`config.mk`:
```
export PLATFORM = sky130hd
export DESIGN_NAME = fft_frame_scheduler
export DESIGN_NICKNAME = d
export VERILOG_FILES = /design/src/rtl/fft_frame_scheduler.sv
export SDC_FILE = /design/constraint.sdc
export NUM_CORES = 1
export LEC_CHECK = 0
export ABC_AREA = 1
export CAP_MARGIN = 20
export CORE_MARGIN = 4
export CORE_UTILIZATION = 51
export DETAILED_ROUTE_END_ITERATION = 8
export GPL_TIMING_DRIVEN = 0
export PLACE_DENSITY = 0.91
export SLEW_MARGIN = 20
export SYNTH_ARGS = -nofsm -noshare
export SYNTH_HDL_FRONTEND = slang
export SYNTH_SLANG_ARGS = --single-unit
export TNS_END_PERCENT = 50
```
`constraint.sdc`:
```
create_clock -name ad_clk -period 4.1 [get_ports ad_clk]
set_clock_uncertainty 0.1 [all_clocks]
set_input_delay 0.82 -clock ad_clk [delete_from_list [all_inputs] [get_ports ad_clk]]
set_output_delay 0.82 -clock ad_clk [all_outputs]
set_load 0.02 [all_outputs]
```
`src/rtl/fft_frame_scheduler.sv`:
```
// Frames decimated, sign-converted ADC samples into the shared FFT core with per-frame config handshake.
// Optional dropped-sample counter enabled by defining SCHED_OVERRUN_CNT_EN.
module fft_frame_scheduler #(
  parameter int FFT_LEN = 1024,
  parameter int DATA_W  = 16,
  parameter int DEC_W   = 8,
  parameter int HOLDOFF = 16
) (
  input  logic                  ad_clk,
  input  logic                  rst_n,
  input  logic                  enable,
  input  logic [1:0]            ch_mode,
  input  logic [DEC_W-1:0]      dec_ratio,
  input  logic [DATA_W-1:0]     ad_data_1,
  input  logic [DATA_W-1:0]     ad_data_2,
  output logic                  fft_cfg_valid,
  input  logic                  fft_cfg_ready,
  output logic                  fft_tvalid,
  input  logic                  fft_tready,
  output logic [2*DATA_W-1:0]   fft_tdata,
  output logic                  fft_tlast,
  input  logic                  fft_done,
  output logic                  frame_ch,
  output logic                  busy,
  output logic [15:0]           overrun_cnt
);

  localparam int CNT_W  = $clog2(FFT_LEN) + 1;
  localparam int HOLD_W = $clog2(HOLDOFF + 1);
  localparam logic [1:0] MODE_CH2 = 2'b01;
  localparam logic [1:0] MODE_ALT = 2'b10;

  typedef enum logic [2:0] {S_IDLE, S_CFG, S_FILL, S_WAIT_DONE, S_HOLD} state_t;

  state_t              state_q;
  logic [1:0]          ch_mode_q;
  logic [DEC_W-1:0]    dec_ratio_q;
  logic [DEC_W-1:0]    dec_cnt_q;
  logic [CNT_W-1:0]    sample_cnt_q;
  logic [HOLD_W-1:0]   hold_cnt_q;
  logic                cfg_valid_q;
  logic                tvalid_q;
  logic                tlast_q;
  logic [2*DATA_W-1:0] tdata_q;
  logic                frame_ch_q;
  logic                busy_q;

  logic [DATA_W-1:0]   raw_sample;
  logic [DATA_W-1:0]   real_sample;
  logic                take;
  logic                accept;
  logic                load;
  logic                hold_done;
  logic                ch_after;

  assign raw_sample  = frame_ch_q ? ad_data_2 : ad_data_1;
  assign real_sample = {~raw_sample[DATA_W-1], raw_sample[DATA_W-2:0]};
  // Once the whole frame is loaded, further decimation ticks take nothing.
  assign take      = (state_q == S_FILL) && (dec_cnt_q == dec_ratio_q) &&
                     (sample_cnt_q < CNT_W'(FFT_LEN));
  assign accept    = tvalid_q && fft_tready;
  assign load      = take && (!tvalid_q || fft_tready);
  assign hold_done = (state_q == S_HOLD) && (hold_cnt_q == HOLD_W'(HOLDOFF - 1));
  assign ch_after  = frame_ch_q ^ (ch_mode_q == MODE_ALT);

  always_ff @(posedge ad_clk or negedge rst_n) begin
    if (!rst_n) begin
      state_q      <= S_IDLE;
      ch_mode_q    <= '0;
      dec_ratio_q  <= '0;
      dec_cnt_q    <= '0;
      sample_cnt_q <= '0;
      hold_cnt_q   <= '0;
      cfg_valid_q  <= 1'b0;
      tvalid_q     <= 1'b0;
      tlast_q      <= 1'b0;
      tdata_q      <= '0;
      frame_ch_q   <= 1'b0;
      busy_q       <= 1'b0;
    end else begin
      case (state_q)
        S_IDLE: begin
          if (enable) begin
            state_q     <= S_CFG;
            cfg_valid_q <= 1'b1;
            busy_q      <= 1'b1;
            ch_mode_q   <= ch_mode;
            dec_ratio_q <= dec_ratio;
            frame_ch_q  <= (ch_mode == MODE_CH2);
          end
        end
        S_CFG: begin
          if (fft_cfg_ready) begin
            state_q      <= S_FILL;
            cfg_valid_q  <= 1'b0;
            sample_cnt_q <= '0;
            dec_cnt_q    <= '0;
          end
        end
        S_FILL: begin
          dec_cnt_q <= (dec_cnt_q == dec_ratio_q) ? '0 : dec_cnt_q + DEC_W'(1);
          if (load) begin
            tdata_q      <= {{DATA_W{1'b0}}, real_sample};
            tvalid_q     <= 1'b1;
            tlast_q      <= (sample_cnt_q == CNT_W'(FFT_LEN - 1));
            sample_cnt_q <= sample_cnt_q + CNT_W'(1);
          end else if (accept) begin
            tvalid_q <= 1'b0;
            tlast_q  <= 1'b0;
            if (tlast_q) state_q <= S_WAIT_DONE;
          end
        end
        S_WAIT_DONE: begin
          if (fft_done) begin
            state_q    <= S_HOLD;
            hold_cnt_q <= '0;
          end
        end
        S_HOLD: begin
          if (hold_done) begin
            if (enable) begin
              state_q     <= S_CFG;
              cfg_valid_q <= 1'b1;
              ch_mode_q   <= ch_mode;
              dec_ratio_q <= dec_ratio;
              frame_ch_q  <= (ch_mode == MODE_ALT) ? ch_after : (ch_mode == MODE_CH2);
            end else begin
              state_q    <= S_IDLE;
              busy_q     <= 1'b0;
              frame_ch_q <= ch_after;
            end
          end else begin
            hold_cnt_q <= hold_cnt_q + HOLD_W'(1);
          end
        end
        default: state_q <= S_IDLE;
      endcase
    end
  end

`ifdef SCHED_OVERRUN_CNT_EN
  logic [15:0] overrun_q;
  logic        enter_cfg;
  logic        drop;

  assign enter_cfg = enable && ((state_q == S_IDLE) || hold_done);
  assign drop      = take && tvalid_q && !fft_tready;

  always_ff @(posedge ad_clk or negedge rst_n) begin
    if (!rst_n) begin
      overrun_q <= '0;
    end else if (enter_cfg) begin
      overrun_q <= '0;
    end else if (drop && (overrun_q != 16'hFFFF)) begin
      overrun_q <= overrun_q + 16'd1;
    end
  end

  assign overrun_cnt = overrun_q;
`else
  assign overrun_cnt = 16'h0000;
`endif

  assign fft_cfg_valid = cfg_valid_q;
  assign fft_tvalid    = tvalid_q;
  assign fft_tlast     = tlast_q;
  assign fft_tdata     = tdata_q;
  assign frame_ch      = frame_ch_q;
  assign busy          = busy_q;

endmodule

```
### Word-level counts from Yosys, hierarchy flattened

Index checks and enable logic that the tools add are counted.

| storage, ports and cells | value |
|---|---|
| bits in registers | 58 |
| input bits | 48 |

| operators by class | value |
|---|---|
| $add $sub $neg | 3 |
| order comparisons | 1 |
| equality and inequality tests | 20 |
| multiplexer cells | 41 |
| bitwise logic cells | 2 |
| reductions and logical operators | 23 |

Operators by type and width:

| kind | number |
|---|---|
| 8-bit 2-to-1 mux | 4 |
| 8-bit case mux with 2 select lines | 2 |
| 11-bit 2-to-1 mux | 2 |
| 11-bit case mux with 2 select lines | 1 |
| 3-bit 2-to-1 mux | 7 |
| 2-bit inequality test, second input constant | 10 |
| 16-bit 2-to-1 mux | 1 |
| 3-bit case mux with 5 select lines | 1 |
| 1-bit 2-to-1 mux | 14 |
| 3-bit AND reduction | 4 |
| 11-bit by 1-bit adder with 11-bit output, second input constant | 1 |
| 11-bit by 10-bit equality test with 1-bit output, second input constant | 1 |
| 11-bit less-than comparator, second input constant | 1 |
| 5-bit 2-to-1 mux | 2 |
| 5-bit case mux with 2 select lines | 1 |
| 8-bit by 1-bit adder with 8-bit output, second input constant | 1 |
| 8-bit equality test | 1 |
| 2-bit AND reduction | 4 |
| 2-bit nonzero test | 4 |
| 7-bit AND reduction | 1 |
| 3-bit by 2-bit equality test with 1-bit output, second input constant | 2 |
| 5-bit by 1-bit adder with 5-bit output, second input constant | 1 |
| 5-bit by 4-bit equality test with 1-bit output, second input constant | 1 |
| 1-bit logical AND | 5 |
| other kinds (15) | 18 |

### Logic depth before layout (Yosys ltp)

Gate-level depths: netlist of run 1.

| depth | value |
|---|---|
| word-level depth | 6 |
| gate-level depth with buffers | 12 |
| mapped depth without buffers | 11 |

### Worst setup path after synthesis of run 1

No wires, ideal clock.

| path | value |
|---|---|
| kind | in2reg |
| from | input port fft_tready |
| to | register sample_cnt_q[9] |
| library setup time | 0.119 ns |
| arrival | 1.631 ns |
| slack | 2.250 ns |
| cell stages on the path | 7 |
| path through | o21ai_0 > nor2_4 > nand3_2 > buf_6 > buf_6 > o21bai_1 > nand2_1 |

| on the way | value |
|---|---|
| word-level cells in the longest chain between the ends | 4 |

RTL lines:

| what | line | text |
|---|---|---|
| start, declared | 19 | `input logic fft_tready,` |
| 1-bit logical OR | 62 | `assign load = take && (!tvalid_q \|\| fft_tready);` |
| 1-bit logical AND | 62 |  |
| 2-bit inequality test (no line) | - |  |
| 3-bit AND reduction (no line) | - |  |
| end signal, assigned | 106 | `sample_cnt_q <= sample_cnt_q + CNT_W'(1);` |
| end, declared | 39 | `logic [CNT_W-1:0] sample_cnt_q;` |

Every way passes these cells.
A chain may end at the register's enable or synchronous reset.

### Worst setup path in the final report of run 1

| path | value |
|---|---|
| from | register tvalid_q (netlist: fft_tvalid) |
| to | output port fft_tvalid |

RTL lines:

| what | line | text |
|---|---|---|
| start, declared | 42 | `logic tvalid_q;` |
| start signal, assigned | 75 | `tvalid_q <= 1'b0;` |
| start signal, assigned | 104 | `tvalid_q <= 1'b1;` |
| start signal, assigned | 108 | `tvalid_q <= 1'b0;` |
| end, declared | 18 | `output logic fft_tvalid,` |

No word-level cell between the ends.

==> results of run 1 <==
[cells in the mapped netlist]
cell type and count:
buf_6 6, and2_1 1, mux2i_1 16, nand2_1 88, o21bai_1 2, nand3_2 1
nor2_1 15, a21oi_4 1, or2_2 2, xnor2_2 1, nand3_1 18, buf_4 32
buf_2 3, inv_2 3, nor2_2 2, nor3_1 4, o21ai_0 33, nand3_4 1
nand2_4 1, o21ai_1 1, nor3_2 2, clkbuf_1 1, mux2_2 3, a21oi_1 9
xnor2_1 5, xor2_1 12, dfrtp_1 58, or2_0 6, ha_1 4, inv_1 34
nor2_4 2, nand4_1 5, o22ai_1 6, conb_1 1, nand2_2 5
[metrics by stage]
step | setup WS (ns) | hold WS (ns) | total power [uW]
2_1_floorplan | 2.25 | 0.353 | 1360
3_3_place_gp | 0.327 | 0.365 | 1560
3_5_place_dp | 1.55 | 0.374 | 1600
4_1_cts | 1.78 | 0.390 | 2090
5_1_grt | 1.74 | 0.408 | 2210
6_report | 1.79 | 0.391 | 2080
[area by class of cell]
| cell class | count | area share, % |
|---|---|---|
| multi-input cells | 278 | 34.6 |
| flip-flops and latches | 58 | 33.0 |
| repair buffers | 68 | 15.4 |
| plain buffers | 42 | 7.43 |
| clock buffers | 14 | 3.93 |
| inverters | 37 | 3.16 |
| well taps | 77 | 2.19 |
| clock inverters | 2 | 0.228 |
[sequential cells by signal, indices dropped and copies added (netlist names)]
register,cells
frame_ch,1
dec_cnt_q,8
ch_mode_q,2
sample_cnt_q,11
fft_cfg_valid,1
state_q,3
fft_tlast,1
fft_tvalid,1
busy,1
fft_tdata,16
dec_ratio_q,8
hold_cnt_q,5
[logic make-up (layout without fill, tap and decap cells)]
logic type | Yosys count | in the layout
adder cells (fa/ha/maj) | 4 | 4
AO/OA/AOI/OAI | 52 | 52
other | 1 | 32
flip-flops | 58 | 58
AND/OR/NAND/NOR | 153 | 153
XOR/XNOR | 18 | 18
buffers and inverters | 79 | 163
multiplexers | 19 | 19
[per-layer routing]
metal  part of all wire (%)  vias up  track usage (%)
met5                      0        -                0
met1                     39     1325             22.8
met2                     51       87             31.5
met3                    6.2       23             4.75
met4                    3.3        0             12.0
li1                       -     1391                -
[path summary, 6_finish.rpt]
kind | from | to | slack [ns] | cells after the start
min in group asynchronous | rst_n | dec_ratio_q[7] | 0.43 | 1
min | fft_tdata[15] | fft_tdata[15] | 0.39 | 2
max in group asynchronous | rst_n | hold_cnt_q[3] | 2.98 | 1
max | fft_tvalid | fft_tvalid | 1.79 | 1
max reg2reg | hold_cnt_q[0] | dec_ratio_q[2] | 2.20 | 8
min reg2reg | fft_tdata[15] | fft_tdata[15] | 0.39 | 2
[power breakdown]
group	internal [uW]	leakage, uW	switching (uW)	total (uW)
clock	267	0.0000965	218	486
sequential	690	0.000768	88.5	778
combinational	354	0.00129	467	821
total	1310	0.00215	774	2080
[tightest hold or removal path: stages (launching register included)]
cell	delay (ns)
dfrtp_1	0.35
nand2_1	0.05
o21ai_0	0.06
[layout by cell type, fill, tap and decap left out, types with 9 or more instances in the layout]
cell type,synthesis,final
nor2_1,15,15
o21ai_0,33,33
a21oi_1,9,9
buf_4,32,33
nand2_1,88,88
clkdlybuf4s50_1,0,67
dfrtp_1,58,58
xor2_1,12,12
clkbuf_8,0,12
conb_1,1,32
mux2i_1,16,16
inv_1,34,34
nand3_1,18,18
==> qor.txt, run 1 <==
FF+latch count, synth - 58
drt first pass iters - 4
VDD IR max - 0.000276 V
CP required - 3.18 ns
Simple-Gate Fraction of Synth Area - 21.3%
post-synth top area share - 43.7%
Clock Latency Late Sink - 0.34 ns
Worst setup EP type - output port
CP cell instances - clkdlybuf4s50_1
Worst Tran Pin Value - 0.723 ns
share of layout cells above drive strength 1 - 16.0%
XOR/XNOR Fraction of Synth Area - 4.97%
Crit path buffers/inverters - 1
largest family of logic cells by synthesized area - simple AND/OR/NAND/NOR gates
Synth Area in Adders - 1.51%
fin crit share - 56.3%
post-route antenna net violation count - 0
Remaining Overflow, GRT - 0
Leak Pwr - 0.00215 uW
Routed WL per cell - 12.8 um
routability cong. - 0.835
area leader, netlist - dfrtp_1
complex-gate fraction of the synthesized area - 8.55%
port bufs - 68
FMAX - 433 MHz
CTS HTree Levels - 3
DIE AREA - 7870 um^2
clock-pin slew on the worst setup and hold paths - 0.06 ns
gr usage total - 19.3%
total inserted antenna cells - 0
layout net count - 546
die width - 88.7 um
row count - 29
multi-input combinational cell area - 1520 um^2
Final Util - 69.2%
fin cells - 576
die height - 88.7 um
vias in the first global route - 2637
worst-path maximum fanout - 4
Syn Inst Count - 384
total core area - 6350 um^2
synthesized cell area - 3320 um^2
status - completed
mux contribution to synthesized area - 5.84%
Crit Path Class - reg -> out
TritonCTS Buffers - 9
initial antenna violation count - 0
Finish-stage setup viols - 0
# Max-Cap Violations - 0
via count - 2826
Worst path top cell family by delay - buffers and inverters
Fin. Hold Viols - 0
CTS tree - built
worst stage delay on the critical path - 0.66 ns
Cell Pwr Density - 474 nW/um^2
yosys warns - 0
drt via density - 4.91
Synth Area per Inst - 8.65 um^2
Synth area leaders - dfrtp_1, nand2_1, buf_4, o21ai_0, mux2i_1
fin area - 4400 um^2
largest net degree at the start of global routing - 59
Post-CTS Setup Bufs - 0
Hold Crit Class - reg -> reg
Sequential Area - 1450 um^2
first-pass GRT wire length - 11.5 mm
Remaining DRCs - 0
# clock sinks - 58
dpl cells - 560
Post-Route Setup TNS - 0 ns
post_cts resized - 0
Root Buffer - clkbuf_8
crit path DAT - 1.39 ns
hpwl dp - 5.54 mm
placed cell areas - 4210 um^2
Fillers - 494
Post-CTS Hold Buffers - 0
relative slew slack - 51.8%
Max clock buf depth - 2
initial detailed-routing violation count - 125
critical path startpoint category - flop
max-slew violation count - 0
distinct cell type count after synthesis - 35
Final min period - 2.31 ns
RSZ-0062 raised after global routing - no
number of top-level pins - 101
post-synthesis sequential area ratio - 43.7%
area grow syn2layout - 32.3%
starting density of the core - 52.3%
final WL - 7.38 mm
worst-path cell with the longest stage delay - clkdlybuf4s50_1
Note: power is estimated with default switching activity, not from simulation.
==> inputs of run 2 (changes only) <==
CORE_UTILIZATION = 43   (was 51)
PLACE_DENSITY = 0.82   (was 0.91)
clock period = 2 ns   (was 4.1 ns; I/O delays follow)
==> qor.txt, run 2 (synthesis results as in run 1) <==
die width - 95.9 um (+8.1%)
Worst setup EP type - output port
drt first pass iters - 4 (unchanged)
Remaining DRCs - 0 (unchanged)
Finish-stage setup viols - 0 (unchanged)
commonest non-fill, non-tap cell in the layout - nand2_1
starting density of the core - 45.1% (-7.2 points)
total chip power - 4730 uW (+130%)
commonest non-fill, non-tap cells in the layout - nand2_1, clkdlybuf4s50_1, dfrtp_1
crit path DAT - 1.36 ns (-0.03 ns)
CTS HTree Levels - 3 (unchanged)
critical path startpoint category - flop
Crit Path Class - reg -> out
final WL - 7.10 mm (-3.8%)
combinational fraction of design power - 35.5% (-3.9 points)
largest net degree at the start of global routing - 59 (unchanged)
Routed WL per cell - 11.8 um (-7.8%)
clock-pin slew on the worst setup and hold paths - 0.07 ns (about the same)
# clock sinks - 58 (unchanged)
switch share - 33.3% (-3.8 points)
routability cong. - 0.809 (-3.1%)
DIE AREA - 9200 um^2 (+17%)
Clk network pwr share - 30.9% (+7.6 points)
Leak Pwr - 0.00221 uW (+2.9%)
drt via density - 4.62 (-5.8%)
initial antenna violation count - 0 (unchanged)
dpl cells - 583 (+4.1%)
placed cell areas - 4270 um^2 (+1.3%)
total inserted antenna cells - 0 (unchanged)
sequential power share - 33.6% (-3.7 points)
number of top-level pins - 101 (unchanged)
total core area - 7370 um^2 (+16%)
CP cell instances - clkdlybuf4s50_1
Worst path top cell family by delay - buffers and inverters
CP required - 1.50 ns (-1.68 ns)
TritonCTS Buffers - 9 (unchanged)
Remaining Overflow, GRT - 0 (unchanged)
worst-path maximum fanout - 4 (unchanged)
worst stage delay on the critical path - 0.64 ns (-0.02 ns)
Worst Hold End - fft_tdata[11]
number of flip-flops in the largest register - 16 (unchanged)
Max clock buf depth - 2 (unchanged)
VDD IR max - 0.000541 V (+96%)
gr usage total - 16.4% (-2.9 points)
initial detailed-routing violation count - 126 (+0.80%)
R2R depth - 8 (unchanged)
R2R Setup Slk - 0.16 ns (-2.04 ns)
CTS tree - built
Crit path buffers/inverters - 1 (unchanged)
fin crit share - 93.2%
hpwl dp - 5.40 mm (-2.5%)
Fin. Hold Viols - 0 (unchanged)
FF-to-FF Start - hold_cnt_q[0]
layout net count - 549 (+0.55%)
die height - 95.9 um (+8.1%)
HP Start - fft_tdata[11]
via count - 2777 (-1.7%)
setup slack after layout - 0.135 ns (-1.66 ns)
area grow syn2layout - 37.5%
max-slew violation count - 0 (unchanged)
Final min period - 1.86 ns
# Max-Cap Violations - 0 (unchanged)
worst-path cell with the longest stage delay - clkdlybuf4s50_1
hold path depth - 2 (unchanged)
fin cells - 601 (+4.3%)
FMAX - 536 MHz
post-route antenna net violation count - 0 (unchanged)
share of layout cells above drive strength 1 - 16.9% (+0.90 points)
RSZ-0062 raised after global routing - no
Root Buffer - clkbuf_8
Cell Pwr Density - 1040 nW/um^2 (+120%)
Clock Latency Late Sink - 0.34 ns (about the same)
Hold Crit Class - reg -> reg
dpl ws - -0.101 ns (-1.66 ns)
port bufs - 68 (unchanged)
row count - 31 (+6.9%)
Sw Pwr - 1580 uW (+100%)
Power Internal - 3160 uW (+140%)
fin area - 4570 um^2 (+3.9%)
status - completed
vias in the first global route - 2678 (+1.6%)
reg-to-reg endpoint - dec_ratio_q[2]
first-pass GRT wire length - 11.9 mm (+2.9%)
run 2: how the worst max path moves through the flow:
| stage | start | to | slack (ns) | cells past startpoint |
|---|---|---|---|---|
| 2_1_floorplan | hold_cnt_q[0] | dec_ratio_q[2] | 0.26 | 8 |
| 3_3_place_gp | rst_n | fft_tdata[11] | -1.40 | 1 |
| 3_5_place_dp | fft_tready | fft_tdata[9] | -0.10 | 6 |
| 4_1_cts | fft_tvalid | fft_tvalid | 0.10 | 1 |
| 5_1_grt | hold_cnt_q[0] | busy | 0.02 | 11 |
| 6_report | fft_tvalid | fft_tvalid | 0.14 | 1 |
run 2: metrics by stage:
stage / TNS (ns) / utilization [%] / hold WS, ns
2_1_floorplan: 0 / - / 0.00441
3_3_place_gp: -82.71 / 57.6 / 0.364
3_5_place_dp: -1.79 / 57.9 / 0.320
4_1_cts: 0 / 61.7 / 0.389
5_1_grt: 0 / 62.0 / 0.418
6_report: 0 / 62.0 / 0.382
run 2: power groups by stage:
stage | Sequential, uW | Combinational, uW | Clock [uW]
after floorplan | 1640 | 1150 | 0
after global placement | 1600 | 1590 | 0
after detailed placement | 1610 | 1640 | 0
after CTS | 1590 | 1650 | 1480
after global routing | 1620 | 1890 | 1540
final | 1590 | 1680 | 1460
run 2: what timing repair did:
item | in CTS | in global routing
hold buffers | 1 | 0
gates resized for setup | 0 | 4
setup endpoints to repair | 0 | 8
setup buffers | 0 | 1
hold endpoints to repair | 58 | 0
run 2: routing by layer:
metal  wire length, um  vias to the layer above  global-route usage (%)
li1                  -                     1403                       -
met1              2910                     1272                    19.9
met2              3570                       85                    27.6
met3               448                       17                    3.75
met4               174                        0                    7.82
met5                 0                        -                       0
run 2: area by class of cell:
cell class,count,area (um^2)
tap,99,124
fill,613,2800
buffer,42,327
sequential,58,1450
inverter,37,139
timing repair buffer,71,723
multi-input combinational,278,1540
clock buffer,11,141
clock inverter,5,125
==> inputs of run 3 (changes only) <==
ABC_CLOCK_PERIOD_IN_PS = 2000   (was default)
CORE_MARGIN = 5   (was 4)
==> qor.txt, run 3 (synthesis results as in run 1) <==
initial detailed-routing violation count - 109 (-13%)
critical path startpoint category - flop
fin crit share - 93.9% (+0.65 points)
Cell Pwr Density - 963 nW/um^2 (-7.0%)
worst stage delay on the critical path - 0.64 ns (about the same)
via count - 2696 (-2.9%)
die width - 97.9 um (+2.1%)
Post-CTS Hold Buffers - 0 (-1)
drt via density - 4.49 (-2.9%)
commonest non-fill, non-tap cells in the layout - nand2_1, clkdlybuf4s50_1, dfrtp_1
first-pass GRT wire length - 12.2 mm (+2.5%)
commonest non-fill, non-tap cell in the layout - nand2_1
# clock sinks - 58 (unchanged)
relative slew slack - 52.1%
die height - 97.9 um (+2.1%)
max-slew violation count - 0 (unchanged)
total inserted antenna cells - 0 (unchanged)
CP required - 1.50 ns (about the same)
crit path DAT - 1.38 ns (+0.02 ns)
initial antenna violation count - 0 (unchanged)
layout net count - 546 (-0.55%)
total core area - 7610 um^2 (+3.2%)
row count - 32 (+3.2%)
Remaining Overflow, GRT - 0 (unchanged)
Post-CTS Setup Bufs - 0 (unchanged)
largest net degree at the start of global routing - 59 (unchanged)
Worst Tran Pin Value - 0.719 ns
Remaining DRCs - 0 (unchanged)
Clock Latency Late Sink - 0.34 ns (about the same)
Routed WL per cell - 12.0 um (+1.2%)
Fin. Hold Viols - 0 (unchanged)
CP cell instances - clkdlybuf4s50_1
routability cong. - 0.802 (-0.83%)
RSZ-0062 raised after global routing - no
clock-pin slew on the worst setup and hold paths - 0.08 ns (about the same)
Leak Pwr - 0.00215 uW (-2.8%)
setup slack after layout - 0.122 ns (-0.0130 ns)
Crit Path Class - reg -> out
FMAX - 533 MHz (-0.69%)
# Max-Cap Violations - 0 (unchanged)
drt first pass iters - 5 (+1)
Max clock buf depth - 2 (unchanged)
gr usage total - 15.5% (-0.94 points)
number of flip-flops in the largest register - 16 (unchanged)
dpl ws - -0.130 ns (-0.0290 ns)
CTS tree - built
Sequential Area - 1450 um^2 (unchanged)
area grow syn2layout - 33.3%
vias in the first global route - 2693 (+0.56%)
post-route antenna net violation count - 0 (unchanged)
Worst setup EP type - output port
Final min period - 1.88 ns (+0.0130 ns)
starting density of the core - 43.7% (-1.4 points)
DIE AREA - 9590 um^2 (+4.2%)
multi-input combinational cell area - 1520 um^2 (-1.1%)
worst-path maximum fanout - 4 (unchanged)
Crit path buffers/inverters - 1 (unchanged)
final WL - 7.18 mm (+1.2%)
Worst path top cell family by delay - buffers and inverters
TritonCTS Buffers - 9 (unchanged)
Fillers - 692 (+13%)
Post-Route Setup TNS - 0 ns (unchanged)
number of top-level pins - 101 (unchanged)
Root Buffer - clkbuf_8
share of layout cells above drive strength 1 - 16.2% (-0.70 points)
port bufs - 68 (unchanged)
hpwl dp - 5.60 mm (+3.7%)
CTS HTree Levels - 3 (unchanged)
status - completed
Hold Crit Class - in -> async
post_cts resized - 0 (unchanged)
Finish-stage setup viols - 0 (unchanged)
worst-path cell with the longest stage delay - clkdlybuf4s50_1
VDD IR max - 0.000559 V (+3.5%)
-- run 3: cell count changes in the layout (fill, tap and decap cells not counted), moves of 2 or more --
cell | previous run | this run
nor2_1 | 13 | 15
nor2_2 | 4 | 2
clkinv_2 | 1 | 4
bufinv_16 | 4 | 1
-- run 3: worst paths after layout --
check | depth (start not counted) | slack, ns | startpoint | to
max | 1 | 0.12 | fft_tvalid | fft_tvalid
min | 1 | 0.006 | rst_n | dec_cnt_q[7]
max reg2reg | 8 | 0.13 | hold_cnt_q[0] | dec_ratio_q[3]
min reg2reg | 2 | 0.39 | fft_tdata[8] | fft_tdata[8]
max in group asynchronous | 1 | 1.30 | rst_n | sample_cnt_q[6]
min in group ad_clk | 2 | 0.39 | fft_tdata[8] | fft_tdata[8]
-- run 3: power by group --
part	switching, uW	internal (uW)	leakage (uW)	total, uW
Combinational	905	725	0.00129	1630
Sequential	188	1410	0.000768	1600
Clock	470	566	0.0000958	1040
-- run 3: area by class of cell --
cell class                      instances  share of cell area (%)
Multi-Input combinational cell        278                    34.4
Sequential cell                        58                    32.8
Timing Repair Buffer                   68                    15.3
Buffer                                 42                    7.37
Inverter                               37                    3.13
Clock buffer                           10                    2.88
Tap cell                              102                    2.88
Clock inverter                          6                    1.30
-- run 3: metal layers --
layer	track usage [%]	vias up	share of wire, %
li1	-	1389	-
met1	17.6	1230	41
met2	26.6	68	51
met3	5.71	9	6.8
met4	5.54	0	1.4
met5	0	-	0
-- run 3: stage by stage --
| step | power [uW] | util [%] | cells | cell area (um^2) | hold slack [ns] |
|---|---|---|---|---|---|
| after floorplan | 2790 | - | 415 | 3440 | 0.00441 |
| after global placement | 3200 | 55.8 | 585 | 4250 | 0.364 |
| after detailed placement | 3260 | 55.8 | 585 | 4250 | 0.374 |
| after CTS | 4300 | 58.2 | 601 | 4430 | 0.0355 |
| after global routing | 4570 | 58.2 | 601 | 4430 | 0.0613 |
| final | 4270 | 58.2 | 601 | 4430 | 0.00567 |
